### src/rtl/sync_fifo_param_pkg.sv
// Shared constants and helpers for the parametrised synchronous FIFO.
// Provides depth/count-width helpers and the read-mode selector values.
package sync_fifo_param_pkg;

  // Read-mode selector values for the FWFT parameter.
  localparam int unsigned MODE_REGISTERED = 0;
  localparam int unsigned MODE_FWFT       = 1;

  // Default geometry and the occupancy-count width that goes with it.
  localparam int unsigned DEFAULT_ADDR_WIDTH  = 3;
  localparam int unsigned DEFAULT_COUNT_WIDTH = DEFAULT_ADDR_WIDTH + 1;

  // Number of storage entries addressed by a pointer of the given width.
  function automatic int unsigned fifo_depth(input int unsigned addr_width);
    return 32'd1 << addr_width;
  endfunction

  // Count must represent 0..DEPTH inclusive, so it needs one extra bit.
  function automatic int unsigned count_width(input int unsigned addr_width);
    return addr_width + 1;
  endfunction

endpackage

### src/rtl/sync_fifo_ctrl.sv
// Pointer, occupancy and flag control for sync_fifo_param.
// Ports:
//   clk_i, rst_i            clock, synchronous active-high reset
//   write_enable_i          write request
//   read_enable_i           read request
//   wr_ok_o, rd_ok_o        accepted write/read this cycle
//   wr_ptr_o, rd_ptr_o      storage write/read addresses
//   count_o                 occupancy 0..DEPTH
//   full_o, empty_o         occupancy extremes
//   almost_full_o/empty_o   programmable threshold flags
//   overflow_o, underflow_o one-cycle pulses for rejected requests
module sync_fifo_ctrl
  import sync_fifo_param_pkg::*;
#(
  parameter int unsigned ADDR_WIDTH = 3,
  parameter int unsigned AF_THRESH  = 6,
  parameter int unsigned AE_THRESH  = 2
) (
  input  logic                  clk_i,
  input  logic                  rst_i,
  input  logic                  write_enable_i,
  input  logic                  read_enable_i,
  output logic                  wr_ok_o,
  output logic                  rd_ok_o,
  output logic [ADDR_WIDTH-1:0] wr_ptr_o,
  output logic [ADDR_WIDTH-1:0] rd_ptr_o,
  output logic [ADDR_WIDTH:0]   count_o,
  output logic                  full_o,
  output logic                  empty_o,
  output logic                  almost_full_o,
  output logic                  almost_empty_o,
  output logic                  overflow_o,
  output logic                  underflow_o
);

  localparam int unsigned CountWidth = count_width(ADDR_WIDTH);
  localparam logic [CountWidth-1:0] DepthCount = CountWidth'(fifo_depth(ADDR_WIDTH));
  localparam logic [CountWidth-1:0] AfCount    = CountWidth'(AF_THRESH);
  localparam logic [CountWidth-1:0] AeCount    = CountWidth'(AE_THRESH);

  logic [ADDR_WIDTH-1:0] wr_ptr_q, rd_ptr_q;
  logic [CountWidth-1:0] count_q, count_d;
  logic                  overflow_q, underflow_q;
  logic                  wr_ok, rd_ok, full, empty;

  always_comb begin
    empty = (count_q == '0);
    full  = (count_q == DepthCount);
    rd_ok = read_enable_i & ~empty;
    // A full FIFO still takes a write when the same cycle frees a slot.
    wr_ok = write_enable_i & (~full | rd_ok);
    count_d = count_q;
    case ({wr_ok, rd_ok})
      2'b10:   count_d = count_q + 1'b1;
      2'b01:   count_d = count_q - 1'b1;
      default: count_d = count_q;
    endcase
  end

  always_ff @(posedge clk_i) begin
    if (rst_i) begin
      wr_ptr_q    <= '0;
      rd_ptr_q    <= '0;
      count_q     <= '0;
      overflow_q  <= 1'b0;
      underflow_q <= 1'b0;
    end else begin
      // Pointers wrap modulo DEPTH by natural overflow; count disambiguates full/empty.
      if (wr_ok) wr_ptr_q <= wr_ptr_q + 1'b1;
      if (rd_ok) rd_ptr_q <= rd_ptr_q + 1'b1;
      count_q     <= count_d;
      overflow_q  <= write_enable_i & ~wr_ok;
      underflow_q <= read_enable_i & ~rd_ok;
    end
  end

  assign wr_ok_o        = wr_ok;
  assign rd_ok_o        = rd_ok;
  assign wr_ptr_o       = wr_ptr_q;
  assign rd_ptr_o       = rd_ptr_q;
  assign count_o        = count_q;
  assign full_o         = full;
  assign empty_o        = empty;
  assign almost_full_o  = (count_q >= AfCount);
  assign almost_empty_o = (count_q <= AeCount);
  assign overflow_o     = overflow_q;
  assign underflow_o    = underflow_q;

endmodule

### src/rtl/sync_fifo_param.sv
// Single-clock parametrised FIFO: storage array plus read-data path.
// Ports:
//   clk, rst                     clock, synchronous active-high reset
//   write_data, write_enable     enqueue data / request
//   read_enable                  dequeue request
//   read_data, read_valid        output word and its qualifier
//   full, empty                  occupancy extremes
//   almost_full, almost_empty    programmable threshold flags
//   count                        occupancy 0..DEPTH
//   overflow, underflow          one-cycle pulses for rejected requests
// FWFT selects registered (1-cycle latency) or first-word-fall-through reads.
module sync_fifo_param
  import sync_fifo_param_pkg::*;
#(
  parameter int unsigned DATA_WIDTH = 8,
  parameter int unsigned ADDR_WIDTH = 3,
  parameter int unsigned AF_THRESH  = 6,
  parameter int unsigned AE_THRESH  = 2,
  parameter int unsigned FWFT       = MODE_REGISTERED
) (
  input  logic                         clk,
  input  logic                         rst,
  input  logic signed [DATA_WIDTH-1:0] write_data,
  input  logic                         write_enable,
  input  logic                         read_enable,
  output logic signed [DATA_WIDTH-1:0] read_data,
  output logic                         read_valid,
  output logic                         full,
  output logic                         empty,
  output logic                         almost_full,
  output logic                         almost_empty,
  output logic [ADDR_WIDTH:0]          count,
  output logic                         overflow,
  output logic                         underflow
);

  localparam int unsigned Depth = fifo_depth(ADDR_WIDTH);

  logic                  wr_ok, rd_ok;
  logic [ADDR_WIDTH-1:0] wr_ptr, rd_ptr;
  logic [DATA_WIDTH-1:0] mem_q [Depth];

  sync_fifo_ctrl #(
    .ADDR_WIDTH (ADDR_WIDTH),
    .AF_THRESH  (AF_THRESH),
    .AE_THRESH  (AE_THRESH)
  ) u_ctrl (
    .clk_i          (clk),
    .rst_i          (rst),
    .write_enable_i (write_enable),
    .read_enable_i  (read_enable),
    .wr_ok_o        (wr_ok),
    .rd_ok_o        (rd_ok),
    .wr_ptr_o       (wr_ptr),
    .rd_ptr_o       (rd_ptr),
    .count_o        (count),
    .full_o         (full),
    .empty_o        (empty),
    .almost_full_o  (almost_full),
    .almost_empty_o (almost_empty),
    .overflow_o     (overflow),
    .underflow_o    (underflow)
  );

  always_ff @(posedge clk) begin
    if (rst) begin
      for (int i = 0; i < Depth; i++) mem_q[i] <= '0;
    end else if (wr_ok) begin
      mem_q[wr_ptr] <= write_data;
    end
  end

  if (FWFT == MODE_FWFT) begin : g_fwft
    // Head entry is presented directly; an empty FIFO drives zero.
    assign read_data  = empty ? '0 : mem_q[rd_ptr];
    assign read_valid = ~empty;
  end else begin : g_registered
    logic [DATA_WIDTH-1:0] read_data_q;
    logic                  read_valid_q;

    always_ff @(posedge clk) begin
      if (rst) begin
        read_data_q  <= '0;
        read_valid_q <= 1'b0;
      end else begin
        read_valid_q <= rd_ok;
        // read_data holds its last value when no read is accepted.
        if (rd_ok) read_data_q <= mem_q[rd_ptr];
      end
    end

    assign read_data  = read_data_q;
    assign read_valid = read_valid_q;
  end

endmodule

### config.mk
export PLATFORM = sky130hd
export DESIGN_NAME = sync_fifo_param
export DESIGN_NICKNAME = d
export VERILOG_FILES = /design/src/rtl/sync_fifo_param_pkg.sv /design/src/rtl/sync_fifo_ctrl.sv /design/src/rtl/sync_fifo_param.sv
export SDC_FILE = /design/constraint.sdc
export NUM_CORES = 1
export LEC_CHECK = 0
export ABC_AREA = 1
export CORE_MARGIN = 2
export CORE_UTILIZATION = 55
export CTS_CLUSTER_DIAMETER = 50
export DETAILED_ROUTE_END_ITERATION = 10
export PLACE_DENSITY = 0.76
export SYNTH_ARGS = -nofsm -noshare
export SYNTH_HDL_FRONTEND = slang
export SYNTH_SLANG_ARGS = --single-unit
export TNS_END_PERCENT = 30
### constraint.sdc
create_clock -name clk -period 4.3 [get_ports clk]
set_clock_uncertainty 0.05 [all_clocks]
set_input_delay 0.645 -clock clk [delete_from_list [all_inputs] [get_ports clk]]
set_output_delay 0.645 -clock clk [all_outputs]
set_load 0.005 [all_outputs]
# After elaboration in Yosys (flattened, before gate mapping)
# Memories as Yosys holds them, arrays and structs flattened. A register that Yosys moved wholly into a read port is not among the register bits.
# Index checks and enable logic that the tools add are counted.
[word_totals] register_bits=13 mem_bits_rw=64 out_inout_bits=19 elab_cells=37 memories=1
[memory_table] name="mem_q" depth=8 word_bits=8 rd=1 rd_clocked_by_memory_dff=1 write_ports=8 line="sync_fifo_param.sv:41" source="logic [DATA_WIDTH-1:0] mem_q [Depth];"
[op_classes] addsub=4 n_lt_le_gt_ge=2 n_eq_ne=3 muxes=9 bitwise_logic=9 n_reduce_logical=3
[ops] operator="2-to-1 mux 8 bit" count=1
[ops] operator="one-hot mux 4 bit (2 select lines)" count=1
[ops] operator="OR reduction 8 bit" count=1
[ops] operator="adder 3 x 1 -> 3 bit (second input constant)" count=2
[ops] operator="2-to-1 mux 1 bit" count=6
[ops] operator="adder 4 x 1 -> 4 bit (second input constant)" count=1
[ops] operator="bitwise AND 1 bit" count=4
[ops] operator="equality test 4 bit (second input constant)" count=1
[ops] operator="greater-or-equal comparator 4 x 3 -> 1 bit (second input constant)" count=1
[ops] operator="less-or-equal comparator 4 x 2 -> 1 bit (second input constant)" count=1
[ops] operator="zero test 4 bit" count=1
[ops] operator="inverter 1 bit" count=4
[ops] operator="subtractor 4 x 1 -> 4 bit (second input constant)" count=1
[ops] operator="2-to-1 mux 3 bit" count=1
[ops] operator="equality test 2 x 1 -> 1 bit (second input constant)" count=1
[ops] operator="equality test 2 bit (second input constant)" count=1
[ops] operator="nonzero test 2 bit" count=1
[ops] operator="OR 1 bit" count=1

# Depth between registers and ports, before layout
[logic_depth] depth_word=10 depth_mapped=13 depth_no_buf=13

# Modules after synthesis
# From an unflattened synthesis, not the netlist that was laid out.
[unflattened] cells_unflattened=478 hier_area_um2=4164.0
[modules_own_cells] mod="sync_fifo_param" n_inst=1 cells_each=391 area_each_um2=3493.4 seq_area_each_um2=2102.0
[modules_own_cells] mod="sync_fifo_ctrl" n_inst=1 cells_each=87 area_each_um2=670.6 seq_area_each_um2=240.2

# Worst setup path after synthesis
# No wires, ideal clock.
[synth_path] path_kind="input -> register" start="input read_enable" end="register u_ctrl.count_q[3] (netlist: u_ctrl.count_o[3])" t_arrival_ns=1.694 slack_ns=2.441 stages=11 path_cell_list="nand2_4 -> inv_6 -> nand2_4 -> inv_1 -> ha_1 -> a21oi_1 -> nand3_1 -> nand2_1 -> nand3_1 -> nand2_1 -> nor2_1"
[synth_via] elab_chain_cells=5 elab_cells_between_ends=7
[synth_rtl] item="from (decl)" line="sync_fifo_param.sv:25" source="input logic read_enable,"
[synth_rtl] item="bitwise AND 1 bit *" line="sync_fifo_ctrl.sv:49" source="rd_ok = read_enable_i & ~empty;"
[synth_rtl] item="OR 1 bit" line="sync_fifo_ctrl.sv:51" source="wr_ok = write_enable_i & (~full | rd_ok);"
[synth_rtl] item="bitwise AND 1 bit" line="sync_fifo_ctrl.sv:51"
[synth_rtl] item="equality test 2 x 1 -> 1 bit or equality test 2 bit (tied branches)" line="sync_fifo_ctrl.sv:53" source="case ({wr_ok, rd_ok})"
[synth_rtl] item="one-hot mux 4 bit (2 select lines) or nonzero test 2 bit (tied branches)"
[synth_rtl] item="to (signal assigned)" line="sync_fifo_ctrl.sv:71" source="count_q <= count_d;"
[synth_rtl] item="to (decl)" line="sync_fifo_ctrl.sv:42" source="logic [CountWidth-1:0] count_q, count_d;"
# Mark *: on every way between the ends. The rest lies on a longest branch, timed or not.
# A chain may end at the register's enable or synchronous reset.

==> metrics.txt <==
cell taking the most area after synthesis edfxtp_1; design area 4540 um^2; FF+latch count, synth 85; Comb power frac approximately 29%; final number of setup-violating endpoints 0; pre-CTS WS 1.22 ns; initial antenna violation count 0; sequential area share after synthesis 58.4%; CTS sink count 85; syn nets around 460; total vias in the final route between 2000 and 3000; drt first pass iters 5; Worst-path clk slew 0.08 ns; RePlAce Congestion 0.891; sw frac between 30 and 40%; core footprint 7180 um^2; unrepaired setup endpoints after global routing false; Die X approximately 89 um; Yosys top cell area share between 40 and 50%; Hold Crit Class reg -> reg; pin count of the biggest net entering global routing 35; Mapped Cells 439; total grt overflow 0; internal cell power ~1.4 mW; Hold Buf Count CTS 0; CTS resizes 0; CP arrival approximately 2.7 ns; DP Area ~4400 um^2; Buffers on Ports 30; Ys Warns 0; clock tree root buffer cell clkbuf_8; Worst slew margin a little under half; worst-skew pair later-pin latency about 0.35 ns; CTS tree yes; endpoints failing hold 0; HPWL Detailed between 6000 and 7000 um; maximum clock rate roughly 370 MHz; drt first-iter violations around 350; setup bufs post-CTS 0; setup ws final between 1.5 and 2 ns; Sw Pwr 0.712 mW; count leader, synth nand2_1; DRC viols 0; area grow syn2layout 13.2%; Wirelength per Cell about 15 um; H-tree levels 3; Final Non-Filler Cells about 570; Die Y 89.4 um; syn avg cell area a little over 9 um^2; vias in the first global route roughly 2800; TritonCTS buffer count 9; clock tree buffer depth 2; crit end category flop; register share of total power between 40% and 50%; Pwr Density 473 nW/um^2; maximum vdd drop ~0.17 mV; Inst Count DP 555; Worst Path Max Fanout 17; FF-to-FF setup slack about 2.1 ns; Slew Viols, Final 0; Final min period approximately 2.7 ns; EDFF count, synth 64; final WL 8760 um; Routed Antenna Nets 0; layout cell share with drive strength beyond 1 8.47%; Synth top cells by count nand2_1 (102), nor2_1 (92), edfxtp_1 (64); Core Rows 31; Critical Setup Path Class in -> reg; first-pass GRT wire length roughly 14000 um; I/O pins 31; Synth async-reset ratio 0%; Total GRT Usage about a quarter; fin nets 484; Startpoint Class input port; Max Cap Viol 0; ys flop type edfxtp_1; diode count 0; hold slack approximately 0.42 ns; Avg Vias per Cell about 5.2; dominant cells by area after synthesis edfxtp_1 (48%), dfxtp_1 (10%), nand2_1 (9.5%), nor2_1 (8.6%), nand3_1 (4.7%); setup_tns 0 ns; Die ar. around 8000 um^2; Fillers 578; Leakage 1.98 nW; Synth cell types 28; status complete, no violations; Worst Path Required roughly 4.3 ns; Initial Util ~56%; fin crit share 63.0%; clock power share between 20% and 30%; synthesized area about 4000 um^2; Least-Margin Pin Slew 0.815 ns
-- registers in the layout, summed over array words and instances (netlist names) --
register and count:
u_ctrl.count_o 4, u_ctrl.overflow_o 1, read_data 8, u_ctrl.wr_ptr_o 3, mem_q 64, u_ctrl.rd_ptr_o 3, read_valid 1, u_ctrl.underflow_o 1
-- logic make-up after synthesis --
family / after synthesis / synth area share [%]
AOI/OAI and AO/OA: 32 / 3.99
xor gates and xnor gates: 2 / 0.437
adders and majority gates: 5 / 1.75
buffers and inverters: 61 / 6.46
DFF: 85 / 58.4
and+or+nand+nor: 254 / 29.0
-- layout by cell type, fill, tap and decap left out, drive strengths merged --
master / netlist / routed
and3: 1 / 1
fa: 1 / 1
inv: 45 / 45
edfxtp: 64 / 64
o21ai: 17 / 17
nor2: 95 / 95
clkdlybuf4s50: 0 / 30
clkinv: 2 / 4
a21oi: 15 / 15
nand3: 43 / 43
clkbuf: 2 / 14
nand2: 112 / 112
nor3: 2 / 2
buf: 12 / 1
xor2: 2 / 2
ha: 4 / 4
dfxtp: 21 / 21
nand4: 1 / 1
-- final cells by class --
class	instances	area (um^2)	share of cell area, %
Clock buffer	14	163	3.58
Clock inverter	2	10.0	0.220
Inverter	47	184	4.05
Multi-Input combinational cell	293	1410	31.1
Sequential cell	85	2340	51.6
Tap cell	99	124	2.73
Timing Repair Buffer	31	308	6.78
-- power groups by stage --
stage | Clock (mW) | Sequential, mW | Combinational (mW)
final | 0.505 | 1.02 | 0.618
after global routing | 0.541 | 1.04 | 0.698
after CTS | 0.508 | 1.02 | 0.617
after detailed placement | 0 | 1.04 | 0.614
after global placement | 0 | 1.04 | 0.600
after floorplan | 0 | 1.01 | 0.424
-- final timing paths --
check / endpoint / startpoint / cells past startpoint
worst max-delay path: mem_q[2][3] / rst / 6
worst min register to register: read_data[2] / read_data[2] / 2
worst min-delay path: read_data[2] / read_data[2] / 2
worst max register to register: u_ctrl.count_o[3] / u_ctrl.count_o[3] / 13
-- worst max-delay path, cell delays in order --
cell	delay, ns
clkdlybuf4s50_1	0.66
inv_1	0.61
nand2_4	0.16
inv_4	0.16
nand3_4	0.12
nand2_1	0.31
-- metrics by stage --
stage	util, %	total power [mW]
5_1_grt	63.3	2.27
3_5_place_dp	60.9	1.66
4_1_cts	63.3	2.15
6_report	63.3	2.15
3_3_place_gp	60.9	1.64
2_1_floorplan	-	1.44
-- routing by layer --
metal  vias to the layer above  part of all wire, %  GRT usage, %
met3                        21                  7.6          5.54
li1                       1471                    -             -
met5                         -                    0             0
met1                      1358                   45          34.2
met4                         0                  2.3          7.87
met2                       133                   45          36.9
(Power assumes the default switching activity.)
